## src/rtl/seg_pkg.sv

```systemverilog
// Shared segment patterns, slot phase type and DP helper for the scan display.
package seg_pkg;

  // Active-high patterns, bit order {g,f,e,d,c,b,a}
  localparam logic [6:0] SEG_0    = 7'h3F;
  localparam logic [6:0] SEG_1    = 7'h06;
  localparam logic [6:0] SEG_2    = 7'h5B;
  localparam logic [6:0] SEG_3    = 7'h4F;
  localparam logic [6:0] SEG_4    = 7'h66;
  localparam logic [6:0] SEG_5    = 7'h6D;
  localparam logic [6:0] SEG_6    = 7'h7D;
  localparam logic [6:0] SEG_7    = 7'h07;
  localparam logic [6:0] SEG_8    = 7'h7F;
  localparam logic [6:0] SEG_9    = 7'h6F;
  localparam logic [6:0] SEG_DASH = 7'h40;
  localparam logic [6:0] SEG_OFF  = 7'h00;

  typedef enum logic {BLANK = 1'b0, SHOW = 1'b1} slot_phase_e;

  // Highest set bit of a mask; 0 for an empty mask so only digit 0 is protected.
  function automatic int dp_hi_bit(input logic [31:0] mask);
    int hi;
    hi = 0;
    for (int i = 0; i < 32; i++)
      if (mask[i]) hi = i;
    return hi;
  endfunction

endpackage

```

## src/rtl/bcd_to_seg.sv

```systemverilog
// BCD nibble to active-high 7-segment pattern; non-decimal codes show a dash.
module bcd_to_seg
  import seg_pkg::*;
(
  input  logic [3:0] nib,
  output logic [6:0] seg
);

  always_comb begin
    seg = SEG_DASH;
    case (nib)
      4'd0: seg = SEG_0;
      4'd1: seg = SEG_1;
      4'd2: seg = SEG_2;
      4'd3: seg = SEG_3;
      4'd4: seg = SEG_4;
      4'd5: seg = SEG_5;
      4'd6: seg = SEG_6;
      4'd7: seg = SEG_7;
      4'd8: seg = SEG_8;
      4'd9: seg = SEG_9;
      default: seg = SEG_DASH;
    endcase
  end

endmodule

```

## src/rtl/seg_scan_display.sv

```systemverilog
// Multiplexed 7-segment scanner: per-frame snapshot, blank slot between digits,
// leading-zero blanking and fixed decimal points, all outputs registered.
module seg_scan_display
  import seg_pkg::*;
#(
  parameter int                    NUM_DIGITS     = 6,
  parameter int                    SCAN_DIV       = 50000,
  parameter logic [NUM_DIGITS-1:0] DP_MASK        = 6'b010100,
  parameter bit                    SEG_ACTIVE_LOW = 1'b1,
  parameter bit                    DIG_ACTIVE_LOW = 1'b1
) (
  input  logic                    clk,
  input  logic                    sys_rst,
  input  logic [4*NUM_DIGITS-1:0] digits_in,
  input  logic                    hold,
  output logic [6:0]              seg_out,
  output logic                    dp_out,
  output logic [NUM_DIGITS-1:0]   dig_sel
);

  localparam int IW    = $clog2(NUM_DIGITS);
  localparam int PW    = $clog2(SCAN_DIV);
  localparam int HI_DP = dp_hi_bit(32'(DP_MASK));

  logic [PW-1:0]           prescaler;
  logic                    tick;
  logic [IW-1:0]           index, index_nxt;
  logic [4*NUM_DIGITS-1:0] snapshot;
  slot_phase_e             phase, phase_nxt;
  logic [3:0]              nib;
  logic [6:0]              seg_raw;
  logic [NUM_DIGITS-1:0]   lz;
  logic                    zero_run;
  logic [6:0]              seg_n;
  logic                    dp_n;
  logic [NUM_DIGITS-1:0]   dig_n;

  assign tick      = (prescaler == PW'(SCAN_DIV - 1));
  assign index_nxt = (index == IW'(NUM_DIGITS - 1)) ? '0 : index + 1'b1;
  assign nib       = snapshot[4*int'(index) +: 4];

  bcd_to_seg u_dec (.nib(nib), .seg(seg_raw));

  // Scan from the top digit down; a digit is suppressed while everything above it is zero.
  always_comb begin
    lz       = '0;
    zero_run = 1'b1;
    for (int i = NUM_DIGITS - 1; i >= 0; i--) begin
      zero_run = zero_run && (snapshot[4*i +: 4] == 4'h0);
      lz[i]    = (i > HI_DP) && zero_run;
    end
  end

  always_comb begin
    phase_nxt = phase;
    case (phase)
      BLANK:   phase_nxt = SHOW;
      SHOW:    phase_nxt = tick ? BLANK : SHOW;
      default: phase_nxt = BLANK;
    endcase
  end

  // Index is already advanced during BLANK, so the decode here is for the upcoming slot.
  always_comb begin
    seg_n = SEG_OFF;
    dp_n  = 1'b0;
    dig_n = '0;
    if (phase_nxt == SHOW) begin
      seg_n        = lz[index] ? SEG_OFF : seg_raw;
      dp_n         = !lz[index] && DP_MASK[index];
      dig_n[index] = 1'b1;
    end
  end

  always_ff @(posedge clk or posedge sys_rst) begin
    if (sys_rst) begin
      prescaler <= '0;
      index     <= '0;
      snapshot  <= '0;
      phase     <= BLANK;
      seg_out   <= {7{SEG_ACTIVE_LOW}};
      dp_out    <= SEG_ACTIVE_LOW;
      dig_sel   <= {NUM_DIGITS{DIG_ACTIVE_LOW}};
    end else begin
      prescaler <= tick ? '0 : prescaler + 1'b1;
      phase     <= phase_nxt;
      if (tick) begin
        index <= index_nxt;
        // Frame boundary: only here may the displayed value change.
        if (index == IW'(NUM_DIGITS - 1) && !hold)
          snapshot <= digits_in;
      end
      seg_out <= seg_n ^ {7{SEG_ACTIVE_LOW}};
      dp_out  <= dp_n ^ SEG_ACTIVE_LOW;
      dig_sel <= dig_n ^ {NUM_DIGITS{DIG_ACTIVE_LOW}};
    end
  end

endmodule

```

## config.mk

```make
export PLATFORM = sky130hd
export DESIGN_NAME = seg_scan_display
export DESIGN_NICKNAME = d
export VERILOG_FILES = /design/src/rtl/seg_pkg.sv /design/src/rtl/bcd_to_seg.sv /design/src/rtl/seg_scan_display.sv
export SDC_FILE = /design/constraint.sdc
export NUM_CORES = 1
export LEC_CHECK = 0
export ABC_CLOCK_PERIOD_IN_PS = 3700
export CAP_MARGIN = 20
export CORE_UTILIZATION = 55
export DETAILED_ROUTE_END_ITERATION = 12
export PLACE_DENSITY_LB_ADDON = 0.15
export SLEW_MARGIN = 20
export SYNTH_ARGS = -nofsm -noshare
export SYNTH_HDL_FRONTEND = slang
export SYNTH_HIERARCHICAL = 1
export SYNTH_SLANG_ARGS = --single-unit
```

## constraint.sdc

```tcl
create_clock -name clk -period 3.7 [get_ports clk]
set_input_delay 0.37 -clock clk [delete_from_list [all_inputs] [get_ports clk]]
set_output_delay 0.37 -clock clk [all_outputs]
set_load 0.05 [all_outputs]
```

==> summary.md, run 1 <==
| Metric | Value |
|---|---|
| Outcome | `complete, no violations` |
| Die Outline Area | `5380 um2` |
| Final WS setup | `1.04 ns` |
| Slew Limit Headroom | `41.7%` |
| Count of port buffers added during placement | `40` |
| Antenna violations before repair | `0` |
| Critical Path Source Type | `flop` |
| Final wirelength | `5000 um` |
| Largest area contributor in the synthesized netlist | `dfrtp_1` |
| Buffer depth of the longest clock path | `2` |
| Sinks on Clock Net | `58` |
| Highest-count cells in the layout ignoring fill and taps | `44 x dfrtp_1, 40 x clkdlybuf4s50_1, 21 x mux2_4, 18 x nand3_1, 15 x nor2_1` |
| Height of the chip | `73.3 um` |
| Unrepaired setup endpoints after global routing | `no` |
| Grt ovf | `0` |
| Finish-stage setup viols | `0` |
| Final cell utilization of the core | `70.5%` |
| Pin count of the biggest net entering global routing | `45` |
| Data required time at the worst endpoint | `3.94 ns` |
| Detailed-route DRC error count | `0` |
| Share of Yosys cell area claimed by the top area cell type | `39.4%` |
| Antenna cells | `0` |
| Cell count after synthesis | `232` |
| Overall via count from detail_route | `1,890` |
| Starting Density | `58.1%` |
| Die outline width | `73.3 um` |
| Number of placement rows | `25` |
| Number of global-route vias before repair | `1,827` |
| Average detailed-routed wire length per instance | `14.4 um` |
| Number of nets with antenna violations after detailed routing | `0` |
| Number of detailed-route iterations in the first pass | `4` |
| Resized cells post-CTS | `0` |
| Routed met3 length | `167 um` |
| Post-synthesis average cell area | `12.1 um2` |
| Period minus WS final | `2.66 ns` |
| Leakage | `1.59 nW` |
| Largest fanout on the critical path | `11` |
| Capturing element type of the critical path | `flop` |
| CTS tree | `yes` |
| Core ar. | `4820 um2` |
| Max Transition Viols Final | `0` |
| Crit path arrival time | `2.89 ns` |
| CTS Hold Bufs | `0` |
| Synthesis-to-layout area growth | `21.4%` |
| Starting DRC count in detailed routing | `145` |
| Final Hold Fails | `0` |
| Clock tree root buffer cell | `clkbuf_8` |
| Peak clock frequency supported by timing | `376 MHz` |
| Synth unique cells | `39` |
| Maximum VDD drop | `0.287 mV` |
| WS Path Type | `flop to flop` |
| Number of clock buffers inserted by TritonCTS | `9` |
| Yosys warns | `6` |
| Min Hold Slack | `0.513 ns` |
| Pwr per Cell Area | `347 nW/um2` |
| Post-Route M1 WL | `2450 um` |
| Final nets | `308` |
| IO Count | `41` |
| Global-route total usage across every layer | `22.0%` |
| Classification of the worst-slack hold path | `flop to flop` |
| Post-Syn Area | `2800 um2` |
| First-pass GRT wire length | `8640 um` |
| Part of the Yosys area used for sequential elements | `52.5%` |
| Final worst-path cycle share | `71.9%` |
| Post-DP HPWL | `3470 um` |
| Total cell area at the placement stage | `3220 um2` |
| Via count normalized by instance count | `5.46` |
| Syn Nets | `266` |
| Skew-Pair Late Insertion Delay | `0.34 ns` |
| Most common cell after layout, fill and taps aside | `dfrtp_1` |
| Tightest Pin Transition | `0.873 ns` |
| Count of H-tree levels built during CTS | `3` |
| Post-CTS setup buffer count | `0` |
| Fraction of final layout cells sized beyond drive strength 1 | `22.9%` |
| Clock-pin transition on the worst setup and hold timing paths | `0.06 ns` |
| Total negative slack for setup checks | `0 ns` |
| Clock skew | `0.00909 ns` |
| Highest routed layer | `met4` |
| Placer Congestion | `0.892` |
| Leading post-synthesis cells by cell area | `dfrtp_1 39%, dfstp_2 13%, mux2_4 11%` |
| Finished Cell Area | `3400 um2` |
| Post-synthesis sequential element count | `58` |
| Reported max-cap violation count | `0` |
| Post-place setup slack | `1.10 ns` |
| Detailed-routed wire length on met2 | `2240 um` |
==> final cells by class <==
cell class	count	area, um2
repair buffers	43	423
flip-flops and latches	58	1470
clock buffers	11	141
fillers	346	1420
clock inverters	5	30.0
multi-input cells	154	1220
well taps	67	83.8
inverters	8	30.0
==> per-layer routing <==
metal	track usage, %	vias up
li1	-	905
met4	12.8	0
met2	31.3	47
met3	5.49	13
met1	30.7	925
met5	0	-
==> path summary, 6_finish.rpt <==
kind | from | end | depth (start not counted) | slack (ns)
worst max-delay path | index[1] | seg_out[0] | 8 | 1.04
worst min-delay path | prescaler[0] | prescaler[0] | 1 | 0.51
worst max register to register | index[1] | seg_out[0] | 8 | 1.04
worst min register to register | prescaler[0] | prescaler[0] | 1 | 0.51
max in group asynchronous | sys_rst | snapshot[7] | 3 | 2.51
min in group asynchronous | sys_rst | prescaler[4] | 2 | 0.55
==> flip-flops by register name, indices dropped and copies added, names as in the netlist <==
name	count
dig_sel	6
dp_out	1
index	3
phase	1
prescaler	16
seg_out	7
snapshot	24
==> synth_stat cells, drive strengths merged <==
cell type  instances
or4b               1
o22ai              3
or3b               1
o31a               1
or2                1
dfstp             14
nand2b             1
and3               3
a22oi              7
mux2              29
inv                8
mux2i              2
xnor2              6
nor3               3
buf                6
a21oi              2
and4               2
o221ai             4
nand3             18
o21bai             1
nor2b              5
nand4              6
a21o               2
o41ai              1
nand2             13
clkbuf             6
xor2               7
or3                1
dfrtp             44
nor2              15
nor3b              4
ha                 7
o21ai              3
and2b              1
nor4               4
==> cells by family after synthesis <==
group	count (synthesis)	synth area share [%]
AO/OA/AOI/OAI	24	6.13
XOR/XNOR	13	4.07
adder cells (fa/ha/maj)	7	3.13
buffers and inverters	20	3.94
flip-flops	58	52.5
multiplexers	31	15.2
AND/OR/NAND/NOR	79	15.0
==> stage by stage <==
step | std cells | total power (W)
final | 346 | 0.00118
after global routing | 346 | 0.00123
after CTS | 346 | 0.00119
after detailed placement | 330 | 0.000688
after global placement | 330 | 0.000688
after floorplan | 232 | 0.000656
==> where the power goes <==
part           switching (W)  total [W]  internal, W
Combinational      0.0000152  0.0000408    0.0000256
Sequential                 0   0.000635     0.000635
Clock               0.000245   0.000502     0.000257
==> worst max-delay path, cell delays in order (launching register included) <==
cell and delay [ns]:
dfrtp_1 0.56, nor2b_1 0.37, a22oi_1 0.16, o221ai_1 0.54, inv_1 0.18, ha_1 0.22
mux2_4 0.27, o22ai_1 0.14, nand3_1 0.10
No activity file was read; power rests on OpenSTA's default activity.
==> run 2, diff against run 1 <==
--- a/config.mk
+++ b/config.mk
@@ -5,9 +5,9 @@
 export SDC_FILE = /design/constraint.sdc
 export NUM_CORES = 1
 export LEC_CHECK = 0
-export ABC_CLOCK_PERIOD_IN_PS = 3700
+export ABC_CLOCK_PERIOD_IN_PS = 2100
 export CAP_MARGIN = 20
-export CORE_UTILIZATION = 55
+export CORE_UTILIZATION = 49
 export DETAILED_ROUTE_END_ITERATION = 12
 export PLACE_DENSITY_LB_ADDON = 0.15
 export SLEW_MARGIN = 20
==> constraint.sdc (replaced) <==
create_clock -name clk -period 2.1 [get_ports clk]
set_input_delay 0.21 -clock clk [delete_from_list [all_inputs] [get_ports clk]]
set_output_delay 0.21 -clock clk [all_outputs]
set_load 0.05 [all_outputs]
==> summary.md, run 2 (synthesis gave the netlist of run 1 again) <==
| Metric | Value |
|---|---|
| Outcome | `complete, no violations` |
| Number of clock buffers inserted by TritonCTS | `9 (unchanged)` |
| Slew Limit Headroom | `63.2% (+21 points)` |
| WS Path Type | `flop to flop` |
| Highest-count cells in the layout ignoring fill and taps | `42 x dfrtp_1, 40 x clkdlybuf4s50_1, 29 x buf_4, 21 x mux2_4, 18 x nand3_1` |
| Height of the chip | `77.6 um (+5.8%)` |
| Post-place setup slack | `-0.0560 ns (-1.16 ns)` |
| Data required time at the worst endpoint | `2.33 ns (-1.61 ns)` |
| Crit path arrival time | `2.28 ns (-0.61 ns)` |
| Maximum VDD drop | `0.425 mV (+48%)` |
| Detailed-route DRC error count | `0 (unchanged)` |
| Clock tree root buffer cell | `clkbuf_8` |
| Reported max-cap violation count | `0 (unchanged)` |
| Peak clock frequency supported by timing | `487 MHz (+30%)` |
| Global routing met3 resource utilization | `4.24% (-1.3 points)` |
| Via count normalized by instance count | `5.26 (-3.7%)` |
| Max Transition Viols Final | `0 (unchanged)` |
| Pin count of the biggest net entering global routing | `34 (-24%)` |
| Total cell area at the placement stage | `3440 um2 (+6.7%)` |
| Sinks on Clock Net | `58 (unchanged)` |
| Number of detailed-route iterations in the first pass | `4 (unchanged)` |
| Worst flop-to-flop path endpoint | `snapshot[11]` |
| Max FFs per register | `24 (unchanged)` |
| Starting Density | `50.8% (-7.3 points)` |
| Buffer depth of the longest clock path | `2 (unchanged)` |
| CTS tree | `yes` |
| Clock skew | `0.00585 ns (-0.00324 ns)` |
| Number of placement rows | `27 (+8.0%)` |
| First-pass GRT wire length | `9240 um (+7.0%)` |
| Die outline width | `77.6 um (+5.8%)` |
| Number of nets with antenna violations after detailed routing | `0 (unchanged)` |
| Final cell utilization of the core | `68.9% (-1.6 points)` |
| Finished Cell Area | `3790 um2 (+12%)` |
| GR met1 Demand/Resource | `25.8% (-4.9 points)` |
| Finish-stage setup viols | `0 (unchanged)` |
| Number of global-route vias before repair | `1,997 (+9.3%)` |
| Final worst-path cycle share | `97.7% (+26 points)` |
| CTS Hold Bufs | `0 (unchanged)` |
| Fraction of final layout cells sized beyond drive strength 1 | `36.8% (+14 points)` |
| Skew-Pair Late Insertion Delay | `0.34 ns (about the same)` |
| Final Hold Fails | `0 (unchanged)` |
| Register-to-Register Path Depth | `6 (-2)` |
| Count of H-tree levels built during CTS | `3 (unchanged)` |
| Synthesis-to-layout area growth | `35.6%` |
| Period minus WS final | `2.05 ns (-0.608 ns)` |
| Final wirelength | `5680 um (+14%)` |
| Classification of the worst-slack hold path | `input pin to async pin` |
| Critical Path Source Type | `flop` |
| Antenna violations before repair | `0 (unchanged)` |
| Starting DRC count in detailed routing | `105 (-28%)` |
| Average detailed-routed wire length per instance | `14.9 um (+2.9%)` |
| Start point of the critical path | `prescaler[1]` |
| Unrepaired setup endpoints after global routing | `yes` |
| GR Util met2 | `32.0% (+0.76 points)` |
| Clock-pin transition on the worst setup and hold timing paths | `0.07 ns (about the same)` |
| Post-DP HPWL | `3790 um (+9.2%)` |
| Capturing element type of the critical path | `flop` |
| Largest fanout on the critical path | `6 (-5)` |
| Count of port buffers added during placement | `40 (unchanged)` |
| Biggest registers after layout | `snapshot x24, prescaler x16, seg_out x7` |
| Core ar. | `5510 um2 (+14%)` |
| Global-route total usage across every layer | `20.5% (-1.5 points)` |
| Die Outline Area | `6020 um2 (+12%)` |
| Worst flop-to-flop path startpoint | `prescaler[1]` |
| Power after layout | `0.00225 W (+91%)` |
| Leakage | `1.79 nW (+13%)` |
| Overall via count from detail_route | `2,009 (+6.3%)` |
| Internal reg-to-reg setup slack | `0.05 ns (-0.99 ns)` |
| Register bank with the most flops | `snapshot` |
| Pwr per Cell Area | `592 nW/um2 (+71%)` |
| Grt ovf | `0 (unchanged)` |
| Crit path to | `snapshot[11]` |
| Antenna cells | `0 (unchanged)` |
| IO Count | `41 (unchanged)` |
| Final WS setup | `0.0487 ns (-0.992 ns)` |
| Tightest Pin Transition | `0.551 ns (-0.322 ns)` |
| Final nets | `339 (+10%)` |
| Global route hottest layer | `met2` |
| Most common cell after layout, fill and taps aside | `dfrtp_1` |
| Placer Congestion | `0.798 (-11%)` |
-- run 2: cell types whose count changed in the layout (fill, tap and decap cells not counted), moves of 3 or more --
cell	delta
ha_1	-3
o221ai_2	+3
o221ai_1	-3
buf_4	+26
-- run 2: repair_timing --
action                                  4_1_cts  5_1_grt
pin swaps                                     0        1
gates resized for setup                       2       16
gates cloned                                  0        2
endpoints found under the setup margin        4       27
buffers inserted                              0        6
-- run 2: through the flow --
step,hold slack (ns),TNS [ns],cells
after global placement,0.491,-0.0905,358
after CTS,0.248,0,374
after floorplan,0.359,-0.0576,232
final,0.239,0,382
after detailed placement,0.489,-0.124,358
after global routing,0.306,-0.172,382
-- run 2: critical path: stages, from the launching register on --
cell       delay (ns)
dfrtp_1          0.36
ha_2             0.21
and3_4           0.19
nand4_1          0.12
or4b_4           0.57
clkbuf_16        0.20
mux2_4           0.29
-- run 2: area by class of cell --
| class | instances | area, um2 |
|---|---|---|
| tap | 72 | 90.1 |
| multi-input combinational | 154 | 1300 |
| inverter | 8 | 30.0 |
| sequential | 58 | 1470 |
| timing repair buffer | 74 | 699 |
| clock buffer | 11 | 151 |
| fill | 408 | 1710 |
| clock inverter | 5 | 52.6 |
-- run 2: power by group --
| group | leakage, nW | switching, W | internal, W |
|---|---|---|---|
| Combinational | 0.950 | 0.0000285 | 0.0000466 |
| Clock | 0.105 | 0.000447 | 0.000605 |
| Sequential | 0.738 | 0 | 0.00112 |
-- run 2: worst min path at each step --
stage	endpoint	slack [ns]	cells after the start
final	snapshot[9]	0.24	2
after global routing	snapshot[16]	0.31	2
after CTS	snapshot[8]	0.25	2
after detailed placement	prescaler[13]	0.49	1
after global placement	prescaler[13]	0.49	1
after floorplan	snapshot[0]	0.36	1
-- run 2: layer usage --
| layer | share of wire [%] | vias to the layer above |
|---|---|---|
| met5 | 0 | - |
| met4 | 3.3 | 0 |
| met3 | 3.5 | 14 |
| met2 | 48 | 45 |
| met1 | 45 | 980 |
| li1 | - | 970 |
==> run 3, diff against run 2 <==
--- a/config.mk
+++ b/config.mk
@@ -7,9 +7,11 @@
 export LEC_CHECK = 0
 export ABC_CLOCK_PERIOD_IN_PS = 2100
 export CAP_MARGIN = 20
+export CORE_ASPECT_RATIO = 1.1
 export CORE_UTILIZATION = 49
 export DETAILED_ROUTE_END_ITERATION = 12
-export PLACE_DENSITY_LB_ADDON = 0.15
+export PLACE_DENSITY = 0.88
+export SETUP_SLACK_MARGIN = 0.1
 export SLEW_MARGIN = 20
 export SYNTH_ARGS = -nofsm -noshare
 export SYNTH_HDL_FRONTEND = slang
==> summary.md, run 3 (synthesis gave the netlist of run 1 again) <==
| Metric | Value |
|---|---|
| Outcome | `complete, no violations` |
| Biggest registers after layout | `snapshot x24, prescaler x16, seg_out x7` |
| Register bank with the most flops | `snapshot` |
| Final nets | `340 (+0.29%)` |
| GR Util met2 | `33.7% (+1.7 points)` |
| Peak clock frequency supported by timing | `481 MHz (-1.2%)` |
| Final wirelength | `6630 um (+17%)` |
| Tightest Pin Transition | `0.507 ns (-0.0437 ns)` |
| Detailed-route DRC error count | `0 (unchanged)` |
| Pwr per Cell Area | `589 nW/um2 (-0.49%)` |
| Leakage | `1.80 nW (+0.35%)` |
| Synthesis-to-layout area growth | `37.2%` |
| Global-route total usage across every layer | `21.2% (+0.73 points)` |
| Maximum VDD drop | `0.399 mV (-6.1%)` |
| Largest fanout on the critical path | `6 (unchanged)` |
| Via count normalized by instance count | `5.58 (+6.2%)` |
| Highest-count cells in the layout ignoring fill and taps | `41 x dfrtp_1, 40 x clkdlybuf4s50_1, 29 x buf_4, 21 x mux2_4, 18 x nand3_1` |
| Final worst-path cycle share | `98.9% (+1.2 points)` |
| Die outline width | `74.0 um (-4.5%)` |
| Height of the chip | `81.3 um (+4.8%)` |
| Post-DP HPWL | `3850 um (+1.7%)` |
| Number of global-route vias before repair | `2,018 (+1.1%)` |
| Global route hottest layer | `met2` |
| Final Hold Fails | `0 (unchanged)` |
| Number of clock buffers inserted by TritonCTS | `9 (unchanged)` |
| Slew Limit Headroom | `66.1% (+2.9 points)` |
| Classification of the worst-slack hold path | `input pin to async pin` |
| Critical Path Source Type | `flop` |
| Placer Congestion | `0.861 (+7.8%)` |
| Core ar. | `5430 um2 (-1.4%)` |
| Max Transition Viols Final | `0 (unchanged)` |
| Worst flop-to-flop path startpoint | `index[2]` |
| Antenna violations before repair | `0 (unchanged)` |
| Pin count of the biggest net entering global routing | `59 (+74%)` |
| Placed Instances | `359 (+0.28%)` |
| Overall via count from detail_route | `2,155 (+7.3%)` |
| Buffer depth of the longest clock path | `2 (unchanged)` |
| Max FFs per register | `24 (unchanged)` |
| Post-place setup slack | `-0.0324 ns (+0.0236 ns)` |
| Count of H-tree levels built during CTS | `3 (unchanged)` |
| Skew-Pair Late Insertion Delay | `0.34 ns (about the same)` |
| Crit path arrival time | `2.34 ns (+0.06 ns)` |
| Reported max-cap violation count | `0 (unchanged)` |
| Data required time at the worst endpoint | `2.36 ns (+0.03 ns)` |
| CTS tree | `yes` |
| Capturing element type of the critical path | `flop` |
| Post-route insts no fill | `386 (+1.0%)` |
| Antenna cells | `0 (unchanged)` |
| Global routing met3 resource utilization | `4.22% (-0.017 points)` |
| Count of port buffers added during placement | `40 (unchanged)` |
| Sinks on Clock Net | `58 (unchanged)` |
| Final WS setup | `0.0230 ns (-0.0257 ns)` |
| Number of detailed-route iterations in the first pass | `4 (unchanged)` |
| Start point of the critical path | `index[2]` |
| Clock-pin transition on the worst setup and hold timing paths | `0.07 ns (about the same)` |
| Power after layout | `0.00226 W (+0.69%)` |
| Total negative slack for setup checks | `0 ns (unchanged)` |
| Die Outline Area | `6020 um2 (about the same)` |
| Starting DRC count in detailed routing | `121 (+15%)` |
| GR met1 Demand/Resource | `26.9% (+1.1 points)` |
| Most common cell after layout, fill and taps aside | `dfrtp_1` |
| Average detailed-routed wire length per instance | `17.2 um (+16%)` |
| First-pass GRT wire length | `9410 um (+1.9%)` |
| Grt ovf | `0 (unchanged)` |
| Final cell utilization of the core | `70.7% (+1.8 points)` |
| Number of placement rows | `28 (+3.7%)` |
| Clock skew | `0.0131 ns (+0.00728 ns)` |
| IO Count | `41 (unchanged)` |
| Number of nets with antenna violations after detailed routing | `0 (unchanged)` |
| WS Path Type | `flop to flop` |
| Finish-stage setup viols | `0 (unchanged)` |
| Period minus WS final | `2.08 ns (+0.0257 ns)` |
| Starting Density | `51.5% (+0.71 points)` |
| Clock tree root buffer cell | `clkbuf_8` |
| Fraction of final layout cells sized beyond drive strength 1 | `37.6% (+0.85 points)` |
| Unrepaired setup endpoints after global routing | `yes` |
run 3: changes by cell type in the layout (fill, tap and decap cells not counted), sizes merged:
cell	delta
buf	+2
clkbuf	+2
clkinv	-2
clkinvlp	-1
run 3: report_power, final:
part           leakage (nW)  switching (W)  internal (W)   total, W
Clock                 0.107       0.000423      0.000645    0.00107
Sequential            0.736              0       0.00112    0.00112
Combinational         0.956      0.0000287     0.0000468  0.0000756
Total                  1.80       0.000452       0.00181    0.00226
run 3: metrics by stage:
stage / hold slack [ns] / cell area (um2)
floorplan: 0.359 / 2810
global placement: 0.486 / 3430
detailed placement: 0.484 / 3430
CTS: 0.253 / 3660
global route: 0.299 / 3840
finish: 0.236 / 3840
run 3: critical path, stage by stage (launching register included):
cell and delay [ns]:
dfrtp_2 0.49, buf_6 0.16, nor3b_4 0.27, nand2_1 0.16
o221ai_2 0.12, inv_1 0.12, ha_1 0.22, and2b_1 0.16
o31a_1 0.24, nand3_1 0.07
run 3: path summary, 6_finish.rpt:
path                                  to  slack, ns  cells past startpoint
max                           seg_out[5]       0.02                      9
min                        prescaler[12]       0.24                      3
max reg2reg                   seg_out[5]       0.02                      9
min reg2reg                prescaler[13]       0.51                      1
max in group asynchronous     dig_sel[1]       1.55                      3
min in group clk             snapshot[7]       0.49                      2
run 3: cell type report:
cell class,instances,area [um2]
inverters,8,30.0
well taps,75,93.8
clock buffers,14,173
fillers,351,1590
repair buffers,75,717
multi-input cells,154,1320
flip-flops and latches,58,1470
clock inverters,2,35.0
run 3: metal layers:
metal | share of wire, % | vias up
met5 | 0 | -
met4 | 3.0 | 0
met3 | 4.6 | 19
met2 | 51 | 91
met1 | 42 | 1073
li1 | - | 972
run 3: what timing repair did:
item | in CTS | in global routing
resized for setup | 8 | 19
setup endpoints to repair | 31 | 30
buffers inserted | 1 | 8
hold buffers | 0 | 0
cloned | 0 | 2
pin swaps | 0 | 2
